$ cat src/rtl/mux_sel_scanner.sv
// Display scanner: rotates the 4:1 mux select through enabled channels, dwelling CLK_DIV
// cycles per slot, with a matching active-low anode vector and a slot-advance strobe.
module mux_sel_scanner #(
  parameter int unsigned CLK_DIV = 100000,
  parameter int unsigned CNT_W   = $clog2(CLK_DIV)
) (
  input  logic       clk,
  input  logic       reset,
  input  logic       en,
  input  logic       hold,
  input  logic [3:0] ch_mask,
  output logic [1:0] sel,
  output logic [3:0] an_n,
  output logic       slot_tick
);

  typedef enum logic {StIdle, StScan} state_e;

  localparam logic [CNT_W-1:0] CntMax = CNT_W'(CLK_DIV - 1);

  state_e           state_q, state_d;
  logic [CNT_W-1:0] cnt_q, cnt_d;
  logic [1:0]       sel_d;
  logic [3:0]       an_n_d;
  logic             tick_d;
  logic             active;
  logic             terminal;

  function automatic logic [1:0] lowest_ch(input logic [3:0] m);
    logic [1:0] r;
    r = 2'd0;
    for (int i = 3; i >= 0; i--) begin
      if (m[i]) r = 2'(i);
    end
    return r;
  endfunction

  // Descending scan so the smallest offset wins; no other channel leaves sel unchanged.
  function automatic logic [1:0] next_ch(input logic [1:0] cur, input logic [3:0] m);
    logic [1:0] r;
    logic [1:0] c;
    r = cur;
    for (int i = 3; i >= 1; i--) begin
      c = cur + 2'(i);
      if (m[c]) r = c;
    end
    return r;
  endfunction

  assign active   = en && (ch_mask != 4'h0);
  assign terminal = (cnt_q == CntMax);

  always_ff @(posedge clk) begin
    if (reset) begin
      state_q   <= StIdle;
      cnt_q     <= '0;
      sel       <= 2'd0;
      an_n      <= 4'hF;
      slot_tick <= 1'b0;
    end else begin
      state_q   <= state_d;
      cnt_q     <= cnt_d;
      sel       <= sel_d;
      an_n      <= an_n_d;
      slot_tick <= tick_d;
    end
  end

  always_comb begin
    state_d = state_q;
    unique case (state_q)
      StIdle:  if (active) state_d = StScan;
      StScan:  if (!active) state_d = StIdle;
      default: state_d = StIdle;
    endcase
  end

  always_comb begin
    cnt_d  = cnt_q;
    sel_d  = sel;
    an_n_d = an_n;
    tick_d = 1'b0;
    unique case (state_q)
      StIdle: begin
        cnt_d  = '0;
        an_n_d = 4'hF;
        if (active) begin
          sel_d  = lowest_ch(ch_mask);
          an_n_d = ~((4'b0001 << sel_d) & ch_mask);
        end
      end
      StScan: begin
        if (!active) begin
          cnt_d  = '0;
          an_n_d = 4'hF;
        end else if (!hold) begin
          if (terminal) begin
            cnt_d  = '0;
            sel_d  = next_ch(sel, ch_mask);
            tick_d = 1'b1;
          end else begin
            cnt_d = cnt_q + CNT_W'(1);
          end
          an_n_d = ~((4'b0001 << sel_d) & ch_mask);
        end
      end
      default: begin
        cnt_d  = '0;
        an_n_d = 4'hF;
      end
    endcase
  end

endmodule

$ cat config.mk
export PLATFORM = sky130hd
export DESIGN_NAME = mux_sel_scanner
export DESIGN_NICKNAME = d
export VERILOG_FILES = /design/src/rtl/mux_sel_scanner.sv
export SDC_FILE = /design/constraint.sdc
export NUM_CORES = 1
export LEC_CHECK = 0
export BUFFER_PORTS_ARGS = -buffer_cell sky130_fd_sc_hd__buf_2
export CAP_MARGIN = 20
export CORE_ASPECT_RATIO = 0.6
export CORE_UTILIZATION = 30
export DETAILED_ROUTE_END_ITERATION = 10
export PLACE_DENSITY = 0.47
export SETUP_SLACK_MARGIN = 0.02
export SYNTH_ARGS = -nofsm -noshare
export SYNTH_HDL_FRONTEND = slang
export SYNTH_SLANG_ARGS = --single-unit
$ cat constraint.sdc
create_clock -name clk -period 2.25 [get_ports clk]
set_input_delay 0.3375 -clock clk [delete_from_list [all_inputs] [get_ports clk]]
set_output_delay 0.3375 -clock clk [all_outputs]
set_load 0.005 [all_outputs]
==> results.sh, run 1 <==
export IMPL_fin_ws_ns=0.142
export IMPL_synth_net_count=184
export IMPL_antenna_found_initial=0
export IMPL_cp_required_ns=2.42
export IMPL_synth_seq_cells=25
export IMPL_synth_area_leaders="dfxtp_1, nor2_1, xor2_1"
export IMPL_synthFlopType="dfxtp_1"
export IMPL_area_delta_synth_final_pct=24.6
export IMPL_reg2regPathDepth=7
export IMPL_die_h_um=54.7
export IMPL_synth_cell_area_um2=1390
export IMPL_power_leakage_nw=0.619
export IMPL_synth_top_area_cell="dfxtp_1"
export IMPL_clk_pin_slew_ns=0.09
export IMPL_finalWeightedCongestion=0.777
export IMPL_cts_buffers=3
export IMPL_detail_route_iter0_violations=72
export IMPL_dpl_cell_area_um2=1600
export IMPL_sw_frac_of_total_pct=26.3
export IMPL_synthArstFlopShare_pct=0
export IMPL_fin_crit_ns=2.11
export IMPL_maxCapViolCount=0
export IMPL_ys_types=43
export IMPL_netlist_instances=175
export IMPL_pwr_share_comb_pct=11.5
export IMPL_relSlewSlack_pct=61.4
export IMPL_grt_pass1_wl_um=5880
export IMPL_p_sw_w=0.000217
export IMPL_cts_root_buf="clkbuf_8"
export IMPL_ir_worst_vdd_mv=0.223
export IMPL_globalRouteTotalUtil_pct=15.6
export IMPL_mostFrequentLayoutCells="nor2_1, dfxtp_1, buf_4"
export IMPL_finalMaxSlewViolations=0
export IMPL_whs_path_depth=2
export IMPL_critPathCaptureType="flip-flop"
export IMPL_core_area_um2=4280
export IMPL_worst_path_max_fanout=4
export IMPL_cts_max_level=1
export IMPL_totalWireLength_um=3790
export IMPL_die_width_um=89.8
export IMPL_row_count=18
export IMPL_cts_sinks=25
export IMPL_firstDrtPassIters=4
export IMPL_ios=15
export IMPL_p_clk_share_pct=33.6
export IMPL_final_common_cell="nor2_1"
export IMPL_grt_pass1_vias=1146
export IMPL_wl_per_cell_um=14.5
export IMPL_setup_worst_path_class="flip-flop to flip-flop"
export IMPL_final_hold_violation_count=0
export IMPL_power_density_nw_per_um2=476
export IMPL_final_setup_tns_ns=0
export IMPL_pre_cts_slack_ns=0.0334
export IMPL_yosysTopAreaCellShare_pct=36.0
export IMPL_ant_nets=0
export IMPL_seqPwrFrac_pct=54.9
export IMPL_status="completed"
export IMPL_via_per_inst=5.20
export IMPL_layout_nets=212
export IMPL_crit_arrival_ns=2.28
export IMPL_finalInstanceArea_um2=1730
export IMPL_clk_insertion_delay_late_ns=0.28
export IMPL_final_cells=262
export IMPL_dieArea_um2=4910
export IMPL_tightestPinTransition_ns=0.575
export IMPL_internal_power_w=0.000607
export IMPL_max_clock_path_buffers=2
export IMPL_setup_worst_path_start_class="flip-flop"
export IMPL_fmax_mhz=474
export IMPL_rsz0062_at_grt="yes"
export IMPL_yosysWarnings=0
export IMPL_initial_core_util_pct=32.5
export IMPL_remaining_drc_errors=0
export IMPL_num_vias=1362
export IMPL_clock_skew_final_ns=0.00361
export IMPL_antenna_cells=0
export IMPL_fin_util_pct=40.4
export IMPL_io_buffers=14
export IMPL_syn_avg_cell_area_um2=7.94
export IMPL_grt_overflow_total=0
export IMPL_setup_viol=0
export IMPL_grt_max_degree=15
export IMPL_cts_tree="built"
export IMPL_synth_enable_flop_cells=0
export IMPL_hold_path_class="primary input to flip-flop"
export IMPL_hpwl_um=2790
export IMPL_period_share_pct=93.7
export IMPL_dp_cells=254
export IMPL_final_layout_size_suffix_gt1_share_pct=24.3
export IMPL_yosysSeqAreaShare_pct=36.0
-- worst max-delay path, stage by stage, from the launching register on --
cell      delay, ns
dfxtp_4        0.38
ha_4           0.14
and4_1         0.19
nand4_1        0.15
a2111o_1       0.47
xnor2_2        0.30
a31oi_2        0.15
or2_1          0.24
-- through the flow --
stage | hold slack, ns | total power, W
2_1_floorplan | 0.453 | 0.000516
3_3_place_gp | 0.480 | 0.000551
3_5_place_dp | 0.491 | 0.000550
4_1_cts | 0.337 | 0.000825
5_1_grt | 0.351 | 0.000857
6_report | 0.347 | 0.000824
-- layout make-up --
type                            instances  area [µm²]
Fill cell                             451        2550
Sequential cell                        25         508
Clock buffer                            3        41.3
Timing Repair Buffer                   30         190
Multi-Input combinational cell        138         892
Inverter                                5        18.8
Tap cell                               60        75.1
Clock inverter                          1        5.00
-- path summary, 6_finish.rpt --
check	startpoint	slack (ns)	to
worst min-delay path	hold	0.35	slot_tick
worst max-delay path	cnt_q[1]	0.14	an_n[3]
worst max register to register	cnt_q[1]	0.14	an_n[3]
worst min register to register	an_n[2]	0.50	an_n[2]
-- cell usage after synthesis, types with 2 or more instances --
cell type / instances
or3_1: 5
nor2b_1: 3
a31oi_1: 3
inv_1: 5
nor4b_1: 4
nor3_1: 8
nand3_1: 9
nand2_1: 15
nor3b_1: 3
nand3b_1: 2
nor4_1: 2
clkbuf_1: 5
xnor2_1: 2
dfxtp_1: 25
nand4_1: 2
xor2_1: 8
o32ai_1: 2
o22ai_1: 3
nor2_1: 25
a21oi_1: 7
o21ai_0: 12
and4_1: 3
and3_1: 2
-- layer usage --
| layer | wire (µm) | GRT usage [%] | vias up |
|---|---|---|---|
| met5 | 0 | 0 | - |
| met4 | 13 | 1.64 | 0 |
| met3 | 238 | 4.17 | 2 |
| met2 | 1460 | 21.0 | 37 |
| met1 | 2080 | 24.2 | 631 |
| li1 | - | - | 692 |
-- logic make-up after synthesis --
| family | Yosys count | share of synthesized area [%] |
|---|---|---|
| xor+xnor | 11 | 7.48 |
| compound gates | 36 | 16.5 |
| fa+ha+maj | 1 | 0.901 |
| buf+inv | 12 | 3.42 |
| simple gates | 90 | 35.7 |
| flops | 25 | 36.0 |
-- sequential cells by signal, indices dropped and copies added (netlist names) --
signal / flops
cnt_q: 17
an_n: 4
sel: 2
slot_tick: 1
state_q: 1
-- power groups by stage --
stage | registers [W] | logic (W) | clock network [W]
after global routing | 0.000454 | 0.000102 | 0.000301
final | 0.000453 | 0.0000948 | 0.000276
after global placement | 0.000465 | 0.0000864 | 0
after detailed placement | 0.000465 | 0.0000852 | 0
after floorplan | 0.000464 | 0.0000522 | 0
after CTS | 0.000455 | 0.0000865 | 0.000284
-- what timing repair did --
action | 4_1_cts | 5_1_grt
buffers inserted | 0 | 4
pin swaps | 0 | 4
hold buffers | 0 | 0
setup endpoints to repair | 1 | 5
gates resized for setup | 1 | 11
Note: power is estimated with default switching activity, not from simulation.
==> inputs of run 2 (changes only) <==
--- a/config.mk
+++ b/config.mk
@@ -8,9 +8,9 @@
 export BUFFER_PORTS_ARGS = -buffer_cell sky130_fd_sc_hd__buf_2
 export CAP_MARGIN = 20
 export CORE_ASPECT_RATIO = 0.6
-export CORE_UTILIZATION = 30
+export CORE_UTILIZATION = 51
 export DETAILED_ROUTE_END_ITERATION = 10
-export PLACE_DENSITY = 0.47
+export PLACE_DENSITY = 0.75
 export SETUP_SLACK_MARGIN = 0.02
 export SYNTH_ARGS = -nofsm -noshare
 export SYNTH_HDL_FRONTEND = slang
==> constraint.sdc (replaced) <==
create_clock -name clk -period 1.88 [get_ports clk]
set_input_delay 0.282 -clock clk [delete_from_list [all_inputs] [get_ports clk]]
set_output_delay 0.282 -clock clk [all_outputs]
set_load 0.005 [all_outputs]
==> run 2 against run 1 <==
The run now ends with setup timing left. Combinational power up 48%. Via count up 19%. Sequential power up 21%.
==> results.sh, run 2 (synthesized netlist as in run 1, its figures left out) <==
export IMPL_setup_viol=6
export IMPL_die_h_um=42.4
export IMPL_grt_max_degree=14
export IMPL_power_leakage_nw=0.755
export IMPL_relSlewSlack_pct=61.8
export IMPL_largest_register="cnt_q"
export IMPL_multi_input_area_um2=988
export IMPL_firstDrtPassIters=5
export IMPL_hpwl_um=3130
export IMPL_pwr_share_comb_pct=13.7
export IMPL_p_sw_w=0.000275
export IMPL_max_clock_path_buffers=2
export IMPL_antenna_found_initial=0
export IMPL_seqPwrFrac_pct=53.6
export IMPL_grt_overflow_total=0
export IMPL_internal_power_w=0.000748
export IMPL_period_share_pct=106
export IMPL_grt_pass1_vias=1426
export IMPL_setup_worst_path_class="flip-flop to flip-flop"
export IMPL_detail_route_iter0_violations=176
export IMPL_largestRegisters="cnt_q: 17 flops, an_n: 4 flops, sel: 2 flops"
export IMPL_totalWireLength_um=4750
export IMPL_ios=15
export IMPL_ant_nets=0
export IMPL_finalMaxSlewViolations=0
export IMPL_area_delta_synth_final_pct=42.0
export IMPL_fin_util_pct=77.6
export IMPL_row_count=14
export IMPL_cts_tree="built"
export IMPL_cts_max_level=1
export IMPL_grt_pass1_wl_um=6950
export IMPL_worst_path_max_fanout=5
export IMPL_regArea_um2=509
export IMPL_final_layout_size_suffix_gt1_share_pct=42.2
export IMPL_final_common_cell="buf_4"
export IMPL_final_hold_violation_count=0
export IMPL_p_clk_share_pct=32.7
export IMPL_finalWeightedCongestion=1.11
export IMPL_cts_sinks=25
export IMPL_tightestPinTransition_ns=0.566
export IMPL_layout_nets=235
export IMPL_cts_hold_buf=0
export IMPL_wl_per_cell_um=18.5
export IMPL_via_per_inst=6.29
export IMPL_mostFrequentLayoutCells="buf_4, nor2_1, dfxtp_1"
export IMPL_antenna_cells=0
export IMPL_clock_skew_final_ns=0.00652
export IMPL_hold_path_class="primary input to flip-flop"
export IMPL_cp_required_ns=2.09
export IMPL_crit_arrival_ns=2.21
export IMPL_remaining_drc_errors=0
export IMPL_fillers=168
export IMPL_num_vias=1616
export IMPL_dpl_cell_area_um2=1730
export IMPL_cts_buffers=3
export IMPL_initial_core_util_pct=54.7
export IMPL_fin_crit_ns=2.00
export IMPL_status="complete, but fails checks"
export IMPL_clk_pin_slew_ns=0.09
export IMPL_sw_frac_of_total_pct=26.9
export IMPL_fin_ws_ns=-0.118
export IMPL_cts_root_buf="clkbuf_8"
export IMPL_die_width_um=69.4
export IMPL_power_density_nw_per_um2=519
export IMPL_rsz0062_at_grt="yes"
export IMPL_largest_register_ffs=17
export IMPL_violations="setup timing"
export IMPL_core_area_um2=2540
export IMPL_maxCapViolCount=0
export IMPL_io_buffers=14
export IMPL_setup_worst_path_start_class="flip-flop"
export IMPL_globalRouteTotalUtil_pct=31.0
export IMPL_finalInstanceArea_um2=1970
export IMPL_critPathCaptureType="flip-flop"
export IMPL_ir_worst_vdd_mv=0.435
export IMPL_dieArea_um2=2940
export IMPL_clk_insertion_delay_late_ns=0.27
export IMPL_fmax_mhz=500
==> run 2: cell types whose count changed in the layout (fill, tap and decap cells not counted), moves of 2 or more <==
| cell | previous run | this run |
|---|---|---|
| buf_4 | 16 | 37 |
| a21oi_1 | 7 | 0 |
| a21oi_2 | 0 | 7 |
| dfxtp_2 | 0 | 7 |
| dfxtp_1 | 23 | 18 |
| o21ai_0 | 12 | 8 |
| and4_1 | 3 | 1 |
| and4_4 | 0 | 2 |
| buf_6 | 0 | 2 |
| dfxtp_4 | 2 | 0 |
| nor3b_1 | 3 | 1 |
| nor3b_2 | 1 | 3 |
| o21ai_1 | 0 | 2 |
==> run 2: layout make-up <==
type / count / share of cell area [%]
inverters: 5 / 0.952
multi-input cells: 138 / 50.1
flip-flops and latches: 25 / 25.8
repair buffers: 53 / 18.8
well taps: 32 / 2.03
clock buffers: 4 / 2.28
==> run 2: per-stage QoR <==
stage / std cells / hold WS, ns / power, W / setup WS, ns / setup TNS, ns
6_report: 257 / 0.294 / 0.00102 / -0.118 / -0.371
5_1_grt: 257 / 0.315 / 0.00105 / -0.143 / -0.695
4_1_cts: 256 / 0.288 / 0.00100 / -0.0873 / -0.127
3_5_place_dp: 248 / 0.534 / 0.000673 / -0.187 / -0.526
3_3_place_gp: 248 / 0.478 / 0.000671 / -0.159 / -0.203
2_1_floorplan: 175 / 0.426 / 0.000618 / 0.0105 / 0
==> run 2: power groups by stage <==
stage | Combinational (W) | Clock, W | Sequential (W)
after global placement | 0.000114 | 0 | 0.000557
after floorplan | 0.0000628 | 0 | 0.000555
final | 0.000140 | 0.000334 | 0.000549
after global routing | 0.000148 | 0.000349 | 0.000550
after CTS | 0.000124 | 0.000330 | 0.000547
after detailed placement | 0.000116 | 0 | 0.000557
==> run 2: critical path, stage by stage (launching register included) <==
cell and delay [ns]:
dfxtp_2 0.36, ha_4 0.14, and4_4 0.22, nand4_1 0.15, buf_4 0.19, buf_6 0.12, o21ai_4 0.13, o31ai_4 0.12
buf_4 0.15, a31o_4 0.21, a21oi_2 0.15
==> run 2: final timing paths <==
kind / startpoint / endpoint / slack (ns) / depth (start not counted)
worst max-delay path: cnt_q[0] / an_n[2] / -0.12 / 10
worst min-delay path: hold / slot_tick / 0.29 / 2
worst max register to register: cnt_q[0] / an_n[2] / -0.12 / 10
worst min register to register: an_n[0] / an_n[0] / 0.55 / 2
==> run 2: what timing repair did <==
| item | in CTS | in global routing |
|---|---|---|
| endpoints found under the setup margin | 9 | 13 |
| pin swaps | 4 | 15 |
| gates cloned | 0 | 0 |
| setup buffers | 4 | 2 |
| endpoints found under the hold margin | 0 | 0 |
| resized for setup | 9 | 31 |
==> run 2: layer usage <==
layer	track usage [%]	part of all wire, %
met2	44.3	42
met1	43.3	43
met5	0	0
met4	11.0	3.4
met3	10.3	11
==> inputs of run 3 (changes only) <==
--- a/config.mk
+++ b/config.mk
@@ -11,6 +11,7 @@
 export CORE_UTILIZATION = 51
 export DETAILED_ROUTE_END_ITERATION = 10
 export PLACE_DENSITY = 0.75
+export REMOVE_ABC_BUFFERS = 1
 export SETUP_SLACK_MARGIN = 0.02
 export SYNTH_ARGS = -nofsm -noshare
 export SYNTH_HDL_FRONTEND = slang
==> run 3 against run 2 <==
The flow still finishes with violations (setup timing). Die area unchanged. First-iteration DRC count decreased by 44%. Clock power decreased by 5%. Register-to-register slack improved by 0.09 ns. Via count decreased by 1.4%. Non-clock buffer count increased by 6. Worst hold slack improved by 0.050 ns. Combinational power about the same. Cell count increased by 2.3%. Global-route usage increased by 0.86 points. Routed wire length decreased by 7.6%.
==> results.sh, run 3 (synthesized netlist as in run 1, its figures left out) <==
export IMPL_die_width_um=69.4
export IMPL_pre_cts_slack_ns=-0.135
export IMPL_antenna_cells=0
export IMPL_worst_path_max_fanout=4
export IMPL_cts_root_buf="clkbuf_8"
export IMPL_area_delta_synth_final_pct=39.3
export IMPL_ir_worst_vdd_mv=0.451
export IMPL_final_cells=263
export IMPL_cts_tree="built"
export IMPL_largest_register_ffs=17
export IMPL_period_share_pct=102
export IMPL_finalInstanceArea_um2=1930
export IMPL_hold_path_class="primary input to flip-flop"
export IMPL_setup_worst_path_class="flip-flop to flip-flop"
export IMPL_power_density_nw_per_um2=519
export IMPL_detail_route_iter0_violations=98
export IMPL_setup_viol=5
export IMPL_via_per_inst=6.06
export IMPL_p_total_w=0.00100
export IMPL_max_clock_path_buffers=2
export IMPL_dieArea_um2=2940
export IMPL_cts_max_level=1
export IMPL_totalWireLength_um=4390
export IMPL_num_vias=1594
export IMPL_grt_pass1_vias=1492
export IMPL_whs_ns=0.344
export IMPL_critPathCaptureType="flip-flop"
export IMPL_clock_skew_final_ns=0.00400
export IMPL_grt_max_degree=14
export IMPL_hpwl_um=3290
export IMPL_violations="setup timing"
export IMPL_status="complete, but fails checks"
export IMPL_remaining_drc_errors=0
export IMPL_finalWeightedCongestion=0.948
export IMPL_largest_register="cnt_q"
export IMPL_clk_pin_slew_ns=0.08
export IMPL_power_leakage_nw=0.769
export IMPL_fmax_mhz=524
export IMPL_initial_core_util_pct=54.7
export IMPL_cts_hold_buf=0
export IMPL_largestRegisters="cnt_q: 17 flops, an_n: 4 flops, sel: 2 flops"
export IMPL_cts_sinks=25
export IMPL_ant_nets=0
export IMPL_dpl_cell_area_um2=1770
export IMPL_tightestPinTransition_ns=0.405
export IMPL_layout_nets=241
export IMPL_ios=15
export IMPL_globalRouteTotalUtil_pct=31.8
export IMPL_mostFrequentLayoutCells="buf_4, nor2_1, dfxtp_1"
export IMPL_grt_overflow_total=0
export IMPL_final_hold_violation_count=0
export IMPL_fin_ws_ns=-0.0301
export IMPL_relSlewSlack_pct=72.7
export IMPL_io_buffers=14
export IMPL_finalMaxSlewViolations=0
export IMPL_final_common_cell="buf_4"
export IMPL_cts_buffers=3
export IMPL_fin_crit_ns=1.91
export IMPL_row_count=14
export IMPL_wl_per_cell_um=16.7
export IMPL_crit_arrival_ns=2.08
export IMPL_antenna_found_initial=0
export IMPL_setup_worst_path_start_class="flip-flop"
export IMPL_cp_required_ns=2.05
export IMPL_dp_cells=254
export IMPL_core_area_um2=2540
export IMPL_maxCapViolCount=0
export IMPL_die_h_um=42.4
export IMPL_grt_pass1_wl_um=7140
export IMPL_clk_insertion_delay_late_ns=0.27
export IMPL_firstDrtPassIters=5
export IMPL_final_layout_size_suffix_gt1_share_pct=36.4
export IMPL_rsz0062_at_grt="yes"
## run 3: worst paths after layout
path / startpoint / to / slack, ns / cells after the start
setup / recovery: cnt_q[0] / an_n[3] / -0.03 / 7
hold / removal: reset / cnt_q[14] / 0.34 / 2
setup reg to reg: cnt_q[0] / an_n[3] / -0.03 / 7
hold reg to reg: an_n[2] / an_n[2] / 0.50 / 2
## run 3: worst max-delay path, cell delays in order, from the launching register on
cell and delay [ns]:
dfxtp_2 0.36, ha_4 0.14, and4_1 0.20, nand4_1 0.14
a2111o_1 0.37, xnor2_2 0.26, a31oi_1 0.11, or2_1 0.22
## run 3: through the flow
step	setup TNS, ns	utilization [%]
after floorplan	-0.106	-
after global placement	-0.108	69.7
after detailed placement	-0.492	69.7
after CTS	-0.460	74.4
after global routing	-0.759	76.2
final	-0.0713	76.2
## run 3: repair_timing
action                                  CTS  global route
pin swaps                                 5            15
setup buffers                             4             2
endpoints found under the setup margin   11            13
gates resized for setup                  13             9
## run 3: per-layer routing
layer,track usage [%],part of all wire [%],wire [µm],vias to the layer above
met1,46.1,46,2010,737
met5,0,0,0,-
met2,45.6,41,1790,94
li1,-,-,-,745
met3,8.65,10,442,18
met4,10.2,3.4,148,0
## run 3: area by class of cell
class,instances,area [µm²]
multi-input cells,138,913
clock buffers,4,45.0
fillers,179,606
well taps,32,40.0
flip-flops and latches,25,505
repair buffers,59,412
inverters,5,18.8
## run 3: where the power goes
part | leakage [nW] | internal [W] | switching, W
Sequential | 0.204 | 0.000537 | 0.00000761
Combinational | 0.542 | 0.0000629 | 0.0000802
Clock | 0.0228 | 0.000152 | 0.000164
Total | 0.769 | 0.000751 | 0.000252
